$ cat config.mk
export PLATFORM = sky130hd
export DESIGN_NAME = flag_writer
export DESIGN_NICKNAME = d
export VERILOG_FILES = /design/src/rtl/flag_pkg.sv /design/src/rtl/flag_gen.sv /design/src/rtl/flag_writer.sv
export SDC_FILE = /design/constraint.sdc
export NUM_CORES = 1
export LEC_CHECK = 0
export BUFFER_PORTS_ARGS = -buffer_cell sky130_fd_sc_hd__buf_2
export CORE_AREA = 2 2 40 51
export DETAILED_ROUTE_END_ITERATION = 10
export DIE_AREA = 0 0 42 53
export PLACE_DENSITY = 0.78
export SLEW_MARGIN = 20
export SYNTH_ARGS = -nofsm -noshare
export SYNTH_HDL_FRONTEND = slang
export SYNTH_SLANG_ARGS = --single-unit
$ cat constraint.sdc
create_clock -name clk -period 4.33 [get_ports clk]
set_clock_uncertainty 0.05 [all_clocks]
set_input_delay 0.433 -clock clk [delete_from_list [all_inputs] [get_ports clk]]
set_output_delay 0.433 -clock clk [all_outputs]
set_load 0.005 [all_outputs]
$ cat src/rtl/flag_pkg.sv
// Shared definitions for the condition-flag writer: FSM states and bit positions
// within the {N,Z,C,V} flag word and the FlagW write-enable field.
package flag_pkg;

    typedef enum logic [1:0] {
        IDLE    = 2'd0,
        SAVE    = 2'd1,
        RESTORE = 2'd2
    } state_t;

    localparam int unsigned FLAG_N = 3;
    localparam int unsigned FLAG_Z = 2;
    localparam int unsigned FLAG_C = 1;
    localparam int unsigned FLAG_V = 0;

    localparam int unsigned FW_NZ = 1;
    localparam int unsigned FW_CV = 0;

endpackage

$ cat src/rtl/flag_gen.sv
// Combinational flag generation from the ALU result and adder/shifter carries.
import flag_pkg::*;

module flag_gen (
    input  logic [31:0] i_result,
    input  logic        i_alu_carry,
    input  logic        i_alu_overflow,
    input  logic        i_sh_carry,
    input  logic        i_alu_arith,
    input  logic        i_flag_v_prev,
    output logic [3:0]  o_flags
);

    always_comb begin
        o_flags         = '0;
        o_flags[FLAG_N] = i_result[31];
        o_flags[FLAG_Z] = (i_result == '0);
        o_flags[FLAG_C] = i_alu_arith ? i_alu_carry    : i_sh_carry;
        // Logical ops have no overflow concept, so V carries the previous value.
        o_flags[FLAG_V] = i_alu_arith ? i_alu_overflow : i_flag_v_prev;
    end

endmodule

$ cat src/rtl/flag_writer.sv
// Flag register with a single-level shadow copy saved on exception entry
// and restored on exception return.
import flag_pkg::*;

module flag_writer (
    input  logic        clk,
    input  logic        reset,
    input  logic [31:0] Result,
    input  logic        ALUCarry,
    input  logic        ALUOverflow,
    input  logic        ShCarry,
    input  logic        ALUArith,
    input  logic [1:0]  FlagW,
    input  logic        CondEx,
    input  logic        ExcEntry,
    input  logic        ExcReturn,
    output logic [3:0]  Flags,
    output logic [3:0]  FlagsNext,
    output logic [3:0]  SavedFlags,
    output logic        ExcAck,
    output logic        Busy
);

    state_t     r_state;
    logic [3:0] r_flags;
    logic [3:0] r_saved;
    logic       r_saved_valid;

    state_t     w_state_d;
    logic [3:0] w_gen;
    logic [3:0] w_flags_d;
    logic [3:0] w_saved_d;
    logic       w_saved_valid_d;

    flag_gen u_flag_gen (
        .i_result       (Result),
        .i_alu_carry    (ALUCarry),
        .i_alu_overflow (ALUOverflow),
        .i_sh_carry     (ShCarry),
        .i_alu_arith    (ALUArith),
        .i_flag_v_prev  (r_flags[FLAG_V]),
        .o_flags        (w_gen)
    );

    always_comb begin
        w_state_d       = r_state;
        w_flags_d       = r_flags;
        w_saved_d       = r_saved;
        w_saved_valid_d = r_saved_valid;
        unique case (r_state)
            IDLE: begin
                // The ALU write lands on the same edge that enters SAVE, so the
                // saved copy sees it.
                if (CondEx) begin
                    if (FlagW[FW_NZ]) begin
                        w_flags_d[FLAG_N] = w_gen[FLAG_N];
                        w_flags_d[FLAG_Z] = w_gen[FLAG_Z];
                    end
                    if (FlagW[FW_CV]) begin
                        w_flags_d[FLAG_C] = w_gen[FLAG_C];
                        w_flags_d[FLAG_V] = w_gen[FLAG_V];
                    end
                end
                if (ExcEntry)
                    w_state_d = SAVE;
                else if (ExcReturn)
                    w_state_d = RESTORE;
            end
            SAVE: begin
                w_saved_d       = r_flags;
                w_saved_valid_d = 1'b1;
                w_state_d       = IDLE;
            end
            RESTORE: begin
                if (r_saved_valid) begin
                    w_flags_d       = r_saved;
                    w_saved_valid_d = 1'b0;
                end
                w_state_d = IDLE;
            end
            default: w_state_d = IDLE;
        endcase
    end

    always_ff @(posedge clk) begin
        if (reset) begin
            r_state       <= IDLE;
            r_flags       <= '0;
            r_saved       <= '0;
            r_saved_valid <= 1'b0;
        end else begin
            r_state       <= w_state_d;
            r_flags       <= w_flags_d;
            r_saved       <= w_saved_d;
            r_saved_valid <= w_saved_valid_d;
        end
    end

    assign Flags      = r_flags;
    assign FlagsNext  = w_flags_d;
    assign SavedFlags = r_saved;
    assign ExcAck     = (r_state == SAVE) || (r_state == RESTORE);
    assign Busy       = (r_state == SAVE) || (r_state == RESTORE);

endmodule

==> metrics.cfg, run 1 <==
[synthesis]
synth_xor_area_share_pct=0
synth_area_leaders=dfxtp_1 (35%), mux2i_1 (11%), nor4_1 (6.9%)
syn_area_per_cell_um2=9.027
netlist_area_um2=631.9
synth_mux_area_share_pct=12.87
ys_types=24
yosysSeqAreaShare_pct=34.85
synth_top_family_by_area=simple AND/OR/NAND/NOR gates
synth_top_area_cell=dfxtp_1
ys_ff_latch=11
yosysTopAreaCellShare_pct=34.85
syn-num-nets=116
yosys_warnings=0
synthAdderAreaFrac_pct=5.941
synth-simple-area-share_pct=25.54
synth_compound_area_share_pct=14.85
syn_inst=70

[clocking]
numCtsBuffers=3
postCtsSetupBuffers=0
hold_buffers=0
cts.sinks=11
insertion_delay_ns=0.27
cts_tree=yes
cts-root-buf=clkbuf_4
clkTransAtPathRegs_ns=0.07
post_cts_resized=0
cts_buffer_depth=2
htree_levels=1

[placed_design]
placedCellCount=141
place_hpwl_um=1429
place_area_um2=913.4
place.gp.congestion=0.7423
port_buffers=56

[global_routing]
grt_pass1_wl_um=2559
overflow=0
grt_max_degree=11
antenna_found_initial=0
grt_usage_pct=15.22
grt_pass1_vias=639

[floorplanning]
die-area_um2=2226
core_um2=1723
die_w_um=42
die_h_um=53
rows=17
pin_count=57
initial_core_util_pct=36.67

[timing]
period_minus_slack_ns=2.289
rsz0062_at_grt=no
hold_viol=0
worst_slew_pin_slew_ns=0.3516
fmax_mhz=436.9
slew_headroom_pct=75.89
post-route-period-util_pct=52.86
tns_ns=0
slew_violations=0
setup_viol=0

[detailed_routing]
via_per_inst=5.069
dr.pass1.iters=4
drtIter0Drc=11
vias=735
wl_per_cell_um=11.96
wirelength_um=1734
remaining_drc_errors=0
postRouteAntennaNets=0

[finish]
ff_latch_area_um2=220.2
syn_to_final_growth_pct=48.71
layout.nets=173
mostFrequentLayoutCells=buf_2 (56), dfxtp_1 (11), mux2i_1 (7), nor4_1 (7), nor2_1 (6)
final_common_cell=buf_2
fin_util_pct=54.54
diodes=0
finalInstanceArea_um2=939.7
multi_input_area_um2=374.1
layout-drive-gt1-share_pct=50.00
finalNonFillerCells=145
fillerInstances=156

[critical_path]
worstPathMaxFanout=6
start_kind=flip-flop
cp.arrival_ns=1.81
cp-end-kind=output pin
worstSetupPathType=reg2out
cp.required_ns=3.85

[pwr]
p_leak_uw=0.0005017
pwr_density_cell_nw_per_um2=251.8
ir_drop_v=0.0002210

[hold_path]
hp-class=in2reg

[run]
cap_violations=0

[status]
status=complete, no violations

## critical path, cell delays in order (launching register included)
cell	delay, ns
dfxtp_1	0.36
inv_1	0.08
ha_1	0.28
mux2i_1	0.21
a32oi_1	0.18
nand2_1	0.09
or2_1	0.20
buf_2	0.12
## synth_stat cells (all sizes together)
cell type,n
a211oi,2
a21oi,3
a31o,1
a32oi,4
buf,2
clkbuf,2
dfxtp,11
ha,3
inv,4
mux2,1
mux2i,7
nand2,4
nand2b,1
nand3,2
nand4,2
nor2,6
nor2b,2
nor4,8
o21ai,2
o21ba,1
or2,1
or4,1
## worst paths after layout
check	start	slack [ns]	end	depth (start not counted)
worst max-delay path	r_state[0]$_SDFFE_PP0P_	2.04	FlagsNext[2]	7
worst min-delay path	ExcEntry	0.28	r_state[1]$_SDFFE_PP0P_	2
worst max register to register	r_state[0]$_SDFFE_PP0P_	2.75	Flags[0]$_SDFF_PP0_	6
worst min register to register	SavedFlags[3]$_SDFFE_PP0N_	0.47	SavedFlags[3]$_SDFFE_PP0N_	2
## final cells by class
type,count,area share (%)
clock buffers,4,2.796
flip-flops and latches,11,23.44
well taps,19,2.530
multi-input cells,51,39.81
repair buffers,56,29.83
inverters,4,1.598
## per-stage QoR
stage | power, uW | setup WS (ns) | hold slack (ns)
final | 236.6 | 2.041 | 0.2808
after global routing | 248.3 | 1.917 | 0.2802
after CTS | 237.3 | 2.051 | 0.2877
after detailed placement | 168.4 | 2.289 | 0.4667
after global placement | 166.7 | 2.337 | 0.4420
after floorplan | 138.8 | 2.532 | 0.4291
## sequential cells by signal, indices dropped and copies added, names as in the netlist
signal,cells
Flags,4
r_state,2
SavedFlags,4
r_saved_valid,1
## where the power goes
group	switching, uW	internal [uW]
clock	35.2	35.7
sequential	4.72	106
combinational	25.0	30.3
## per-layer routing
| layer | routed length (um) | GRT usage, % | share of wire [%] |
|---|---|---|---|
| met1 | 635 | 15.15 | 37 |
| met2 | 826 | 28.91 | 48 |
| met3 | 266 | 6.826 | 15 |
| met4 | 6 | 3.226 | 0.35 |
| met5 | 0 | 0 | 0 |
## logic make-up after synthesis
family	count (synthesis)
and+or+nand+nor	27
AOI/OAI and AO/OA	13
DFF	11
buffers and inverters	8
muxes	8
adders and majority gates	3
No activity file was read; power rests on OpenSTA's default activity.
==> run 2, diff against run 1 <==
--- a/config.mk
+++ b/config.mk
@@ -6,10 +6,10 @@
 export NUM_CORES = 1
 export LEC_CHECK = 0
 export BUFFER_PORTS_ARGS = -buffer_cell sky130_fd_sc_hd__buf_2
-export CORE_AREA = 2 2 40 51
+export CORE_AREA = 2 2 41 52
 export DETAILED_ROUTE_END_ITERATION = 10
-export DIE_AREA = 0 0 42 53
-export PLACE_DENSITY = 0.78
+export DIE_AREA = 0 0 43 54
+export PLACE_DENSITY = 0.75
 export SLEW_MARGIN = 20
 export SYNTH_ARGS = -nofsm -noshare
 export SYNTH_HDL_FRONTEND = slang
==> constraint.sdc (replaced) <==
create_clock -name clk -period 2.18 [get_ports clk]
set_clock_uncertainty 0.05 [all_clocks]
set_input_delay 0.218 -clock clk [delete_from_list [all_inputs] [get_ports clk]]
set_output_delay 0.218 -clock clk [all_outputs]
set_load 0.005 [all_outputs]
==> run 2 against run 1 <==
Against the previous run: sequential power grew 99%; clock power grew 89%; non-clock buffer count unchanged; total power is 96% higher; register-to-register slack worse by 2.0 ns; combinational power is 99% higher; critical path depth did not move; core utilization shrank 4.5 points; design area up 0.67%; sequential cell count is the same; routed wire length is 6.2% lower; first-iteration DRC count up 9.1%; largest cell class unchanged; highest routed layer unchanged.
==> metrics.cfg, run 2 (synthesis gave the netlist of run 1 again) <==
[timing]
tns_ns=0
slew_violations=0
rsz0062_at_grt=no
setup_viol=0
slew_headroom_pct=79.07
worst_slew_pin_slew_ns=0.3051
period_minus_slack_ns=1.945
fmax_mhz=514.0
post-route-period-util_pct=89.24
hold_viol=0

[placed_design]
place_area_um2=914.6
place_hpwl_um=1374
placedCellCount=142
place.gp.congestion=0.7583
port_buffers=56

[finish]
fin_util_pct=50.00
finalInstanceArea_um2=945.9
diodes=0
final_common_cell=buf_2
layout-drive-gt1-share_pct=51.59
mostFrequentLayoutCells=buf_2 (56), dfxtp_1 (11), mux2i_1 (7), nor4_1 (7), nor2_1 (6)
syn_to_final_growth_pct=49.70
finalNonFillerCells=146
fillerInstances=191
layout.nets=173

[critical_path]
crit_family=flip-flops
slowest_stage=dfxtp_1
worstSetupPathType=reg2out
cp_cell_sequence=inv_1 > ha_2 > mux2i_1 > a32oi_1 > nand2_1 > or2_1 > buf_2
timing.rr.end=Flags[0]$_SDFF_PP0_
cp.required_ns=1.91
worstPathMaxFanout=6
rr_startpoint=r_state[0]$_SDFFE_PP0P_
cp-end-kind=output pin
r2r_slack_ns=0.73
crit_path_max_incr_delay_ns=0.35
start_kind=flip-flop
cp.arrival_ns=1.68
critPathBufInv=2
reg2reg_depth=6

[global_routing]
overflow=0
grt_usage_pct=14.18
antenna_found_initial=0
grt_pass1_wl_um=2490
grt_pass1_vias=643
grt_max_degree=11

[detailed_routing]
vias=731
postRouteAntennaNets=0
wl_per_cell_um=11.14
via_per_inst=5.007
drtIter0Drc=12
dr.pass1.iters=4
remaining_drc_errors=0
wirelength_um=1626

[run]
cap_violations=0

[pwr]
p_int_uw=342.1
p_seq_share_pct=47.3
power.switching_uw=121.4
p_leak_uw=0.0004991
clkPwrFrac_pct=28.9
ir_drop_v=0.0004042
switching_share_pct=26.19
pwr_density_cell_nw_per_um2=490.0
comb_power_share_pct=23.7

[clocking]
cts_tree=yes
insertion_delay_ns=0.26
htree_levels=1
postCtsSetupBuffers=0
clkTransAtPathRegs_ns=0.06
numCtsBuffers=3
cts.sinks=11
cts_buffer_depth=2
cts-root-buf=clkbuf_4

[hold_path]
min_path_cells=2
hp-class=in2reg
holdPathEnd=r_state[1]$_SDFFE_PP0P_
hold_start=ExcEntry

[floorplanning]
pin_count=57
core_um2=1892
rows=18
die_w_um=43
die_h_um=54
initial_core_util_pct=33.40
die-area_um2=2322

[status]
status=complete, no violations

-- run 2: cell counts in the layout (fill, tap and decap cells not counted) --
No cell type changed its count.
-- run 2: worst max path at each step --
| stage | to | slack (ns) | from | cells after the start |
|---|---|---|---|---|
| floorplan | FlagsNext[2] | 0.67 | r_state[0]$_SDFFE_PP0P_ | 6 |
| global placement | FlagsNext[2] | 0.49 | r_state[0]$_SDFFE_PP0P_ | 7 |
| detailed placement | FlagsNext[2] | 0.46 | r_state[0]$_SDFFE_PP0P_ | 7 |
| CTS | FlagsNext[2] | 0.16 | r_state[0]$_SDFFE_PP0P_ | 7 |
| global route | FlagsNext[2] | 0.06 | r_state[0]$_SDFFE_PP0P_ | 7 |
| finish | FlagsNext[2] | 0.23 | r_state[0]$_SDFFE_PP0P_ | 7 |
-- run 2: worst reg2reg max path: cells and delay by family, from the launching register on --
| family | cells | cell delay (ns) |
|---|---|---|
| flops | 1 | 0.32 |
| mux | 1 | 0.34 |
| fa+ha+maj | 1 | 0.24 |
| simple gates | 1 | 0.15 |
| buf+inv | 1 | 0.09 |
| compound gates | 2 | 0.20 |
-- run 2: layout make-up --
class / count / area, um^2 / share of cell area, %
multi-input combinational: 51 / 379.1 / 40.08
sequential: 11 / 220.2 / 23.28
inverter: 4 / 15.01 / 1.587
timing repair buffer: 56 / 280.3 / 29.63
clock buffer: 4 / 26.28 / 2.778
tap: 20 / 25.02 / 2.646
-- run 2: power by group through the flow --
stage                     clock, uW  combinational [uW]  sequential [uW]
final                           134                 110              219
after global routing            152                 124              220
after CTS                       140                 110              219
after detailed placement          0                 109              224
after global placement            0                 107              223
after floorplan                   0                53.6              222
-- run 2: routing by layer --
layer / part of all wire (%) / GRT usage (%) / wire, um
met5: 0 / 0 / 0
met4: 1.0 / 6.061 / 17
met3: 16 / 6.040 / 268
met2: 49 / 27.02 / 801
met1: 33 / 13.20 / 539
-- run 2: stage by stage --
stage / setup slack (ns) / total power [uW] / hold slack [ns]
floorplan: 0.6713 / 275.6 / 0.2465
global placement: 0.4859 / 330.7 / 0.3561
detailed placement: 0.4616 / 333.2 / 0.3542
CTS: 0.1566 / 469.1 / 0.06890
global route: 0.05960 / 497.0 / 0.06786
finish: 0.2346 / 463.5 / 0.07611
-- run 2: what timing repair did --
action | in CTS | in global routing
setup endpoints to repair | 0 | 1
hold buffers | 0 | 0
gates resized for setup | 0 | 2
==> run 3, diff against run 2 <==
==> constraint.sdc (replaced) <==
create_clock -name clk -period 2.2 [get_ports clk]
set_clock_uncertainty 0.05 [all_clocks]
set_input_delay 0.22 -clock clk [delete_from_list [all_inputs] [get_ports clk]]
set_output_delay 0.22 -clock clk [all_outputs]
set_load 0.005 [all_outputs]
==> run 3 against run 2 <==
Against the previous run: first-iteration DRC count is 50% lower; sequential cell count unchanged; worst hold slack better by 0.0013 ns; routed wire length rose by 3.7%; worst setup slack worse by 0.056 ns; register-to-register slack worse by 0.05 ns; sequential power is essentially flat; die area did not move; critical endpoint unchanged; largest cell class unchanged.
==> metrics.cfg, run 3 (synthesis gave the netlist of run 1 again) <==
[detailed_routing]
wl_per_cell_um=11.55
via_per_inst=5.110
wirelength_um=1686
postRouteAntennaNets=0
vias=746
remaining_drc_errors=0
dr.pass1.iters=3
drtIter0Drc=6

[timing]
period_minus_slack_ns=2.022
fmax_mhz=494.6
slew_headroom_pct=78.80
rsz0062_at_grt=no
post-route-period-util_pct=91.90
worst_slew_pin_slew_ns=0.3091
slew_violations=0
hold_viol=0
setup_viol=0
tns_ns=0

[clocking]
numCtsBuffers=3
cts_buffer_depth=2
cts-root-buf=clkbuf_4
clkTransAtPathRegs_ns=0.06
hold_buffers=0
postCtsSetupBuffers=0
cts.sinks=11
htree_levels=1
post_cts_resized=0
insertion_delay_ns=0.27
cts_tree=yes

[critical_path]
critPathBufInv=2
slowest_stage=dfxtp_1
cp_cell_sequence=inv_1 > ha_1 > mux2i_1 > a32oi_1 > nand2_1 > or2_1 > buf_2
cp.arrival_ns=1.75
crit_family=flip-flops
worstSetupPathType=reg2out
start_kind=flip-flop
crit_path_max_incr_delay_ns=0.35
cp.required_ns=1.93
cp-end-kind=output pin
worstPathMaxFanout=6

[finish]
syn_to_final_growth_pct=48.91
final_common_cell=buf_2
diodes=0
layout.nets=173
mostFrequentLayoutCells=buf_2 (56), dfxtp_1 (11), mux2i_1 (7), nor4_1 (7), nor2_1 (6)
finalNonFillerCells=146
layout-drive-gt1-share_pct=50.00

[placed_design]
port_buffers=56
place_hpwl_um=1398
place.gp.congestion=0.7574
placedCellCount=142

[pwr]
ir_drop_v=0.0003016
p_leak_uw=0.0005017
p_total_uw=462.7
pwr_density_cell_nw_per_um2=491.8

[floorplanning]
die_h_um=54
core_um2=1892
die_w_um=43
pin_count=57
rows=18
initial_core_util_pct=33.40
die-area_um2=2322

[global_routing]
grt_pass1_wl_um=2380
grt_pass1_vias=622
grt_max_degree=11
antenna_found_initial=0
grt_usage_pct=13.63
overflow=0

[run]
cap_violations=0

[hold_path]
hp-class=in2reg

[status]
status=complete, no violations

==> run 3: cell counts in the layout (fill, tap and decap cells not counted) <==
No cell type changed its count.
==> run 3: final cells by class <==
| class | instances | area [um^2] |
|---|---|---|
| timing repair buffer | 56 | 280.3 |
| fill | 197 | 950.9 |
| sequential | 11 | 220.2 |
| tap | 20 | 25.02 |
| multi-input combinational | 51 | 374.1 |
| clock buffer | 4 | 26.28 |
| inverter | 4 | 15.01 |
==> run 3: worst paths after layout <==
| check | slack [ns] | endpoint | startpoint | cells after the start |
|---|---|---|---|---|
| max | 0.18 | FlagsNext[2] | r_state[0]$_SDFFE_PP0P_ | 7 |
| min | 0.08 | r_state[1]$_SDFFE_PP0P_ | ExcEntry | 2 |
| max reg2reg | 0.68 | Flags[0]$_SDFF_PP0_ | r_state[0]$_SDFFE_PP0P_ | 6 |
| min reg2reg | 0.47 | r_state[1]$_SDFFE_PP0P_ | r_state[1]$_SDFFE_PP0P_ | 2 |
==> run 3: through the flow <==
stage                     hold WS, ns  utilization (%)  instance area [um^2]  setup WS, ns
after detailed placement       0.3608            48.35                 914.6        0.4811
after floorplan                0.2485                -                 631.9        0.6893
after global placement         0.3581            48.35                 914.6        0.5039
after global routing          0.09164            49.74                 940.9       0.05491
after CTS                     0.07161            49.74                 940.9        0.1735
final                         0.07745            49.74                 940.9        0.1783
==> run 3: power breakdown <==
part | internal, uW | total (uW) | leakage, uW | switching, uW
logic | 59.5 | 108 | 0.000397 | 48.7
clock network | 70.3 | 137 | 0.0000150 | 66.6
registers | 208 | 218 | 0.0000896 | 9.39
==> run 3: metal layers <==
layer  vias up  global-route usage (%)  share of wire [%]
li1        374                       -                  -
met1       321                   12.83                 34
met2        47                   26.01                 49
met3         4                   4.362                 16
met4         0                   7.576                1.5
met5         -                       0                  0
==> run 3: worst reg2reg max path, cell delays in order (launching register included) <==
cell,delay [ns]
dfxtp_1,0.35
inv_1,0.07
ha_1,0.27
mux2i_1,0.20
a32oi_1,0.18
o21ai_0,0.14
nor2b_1,0.15
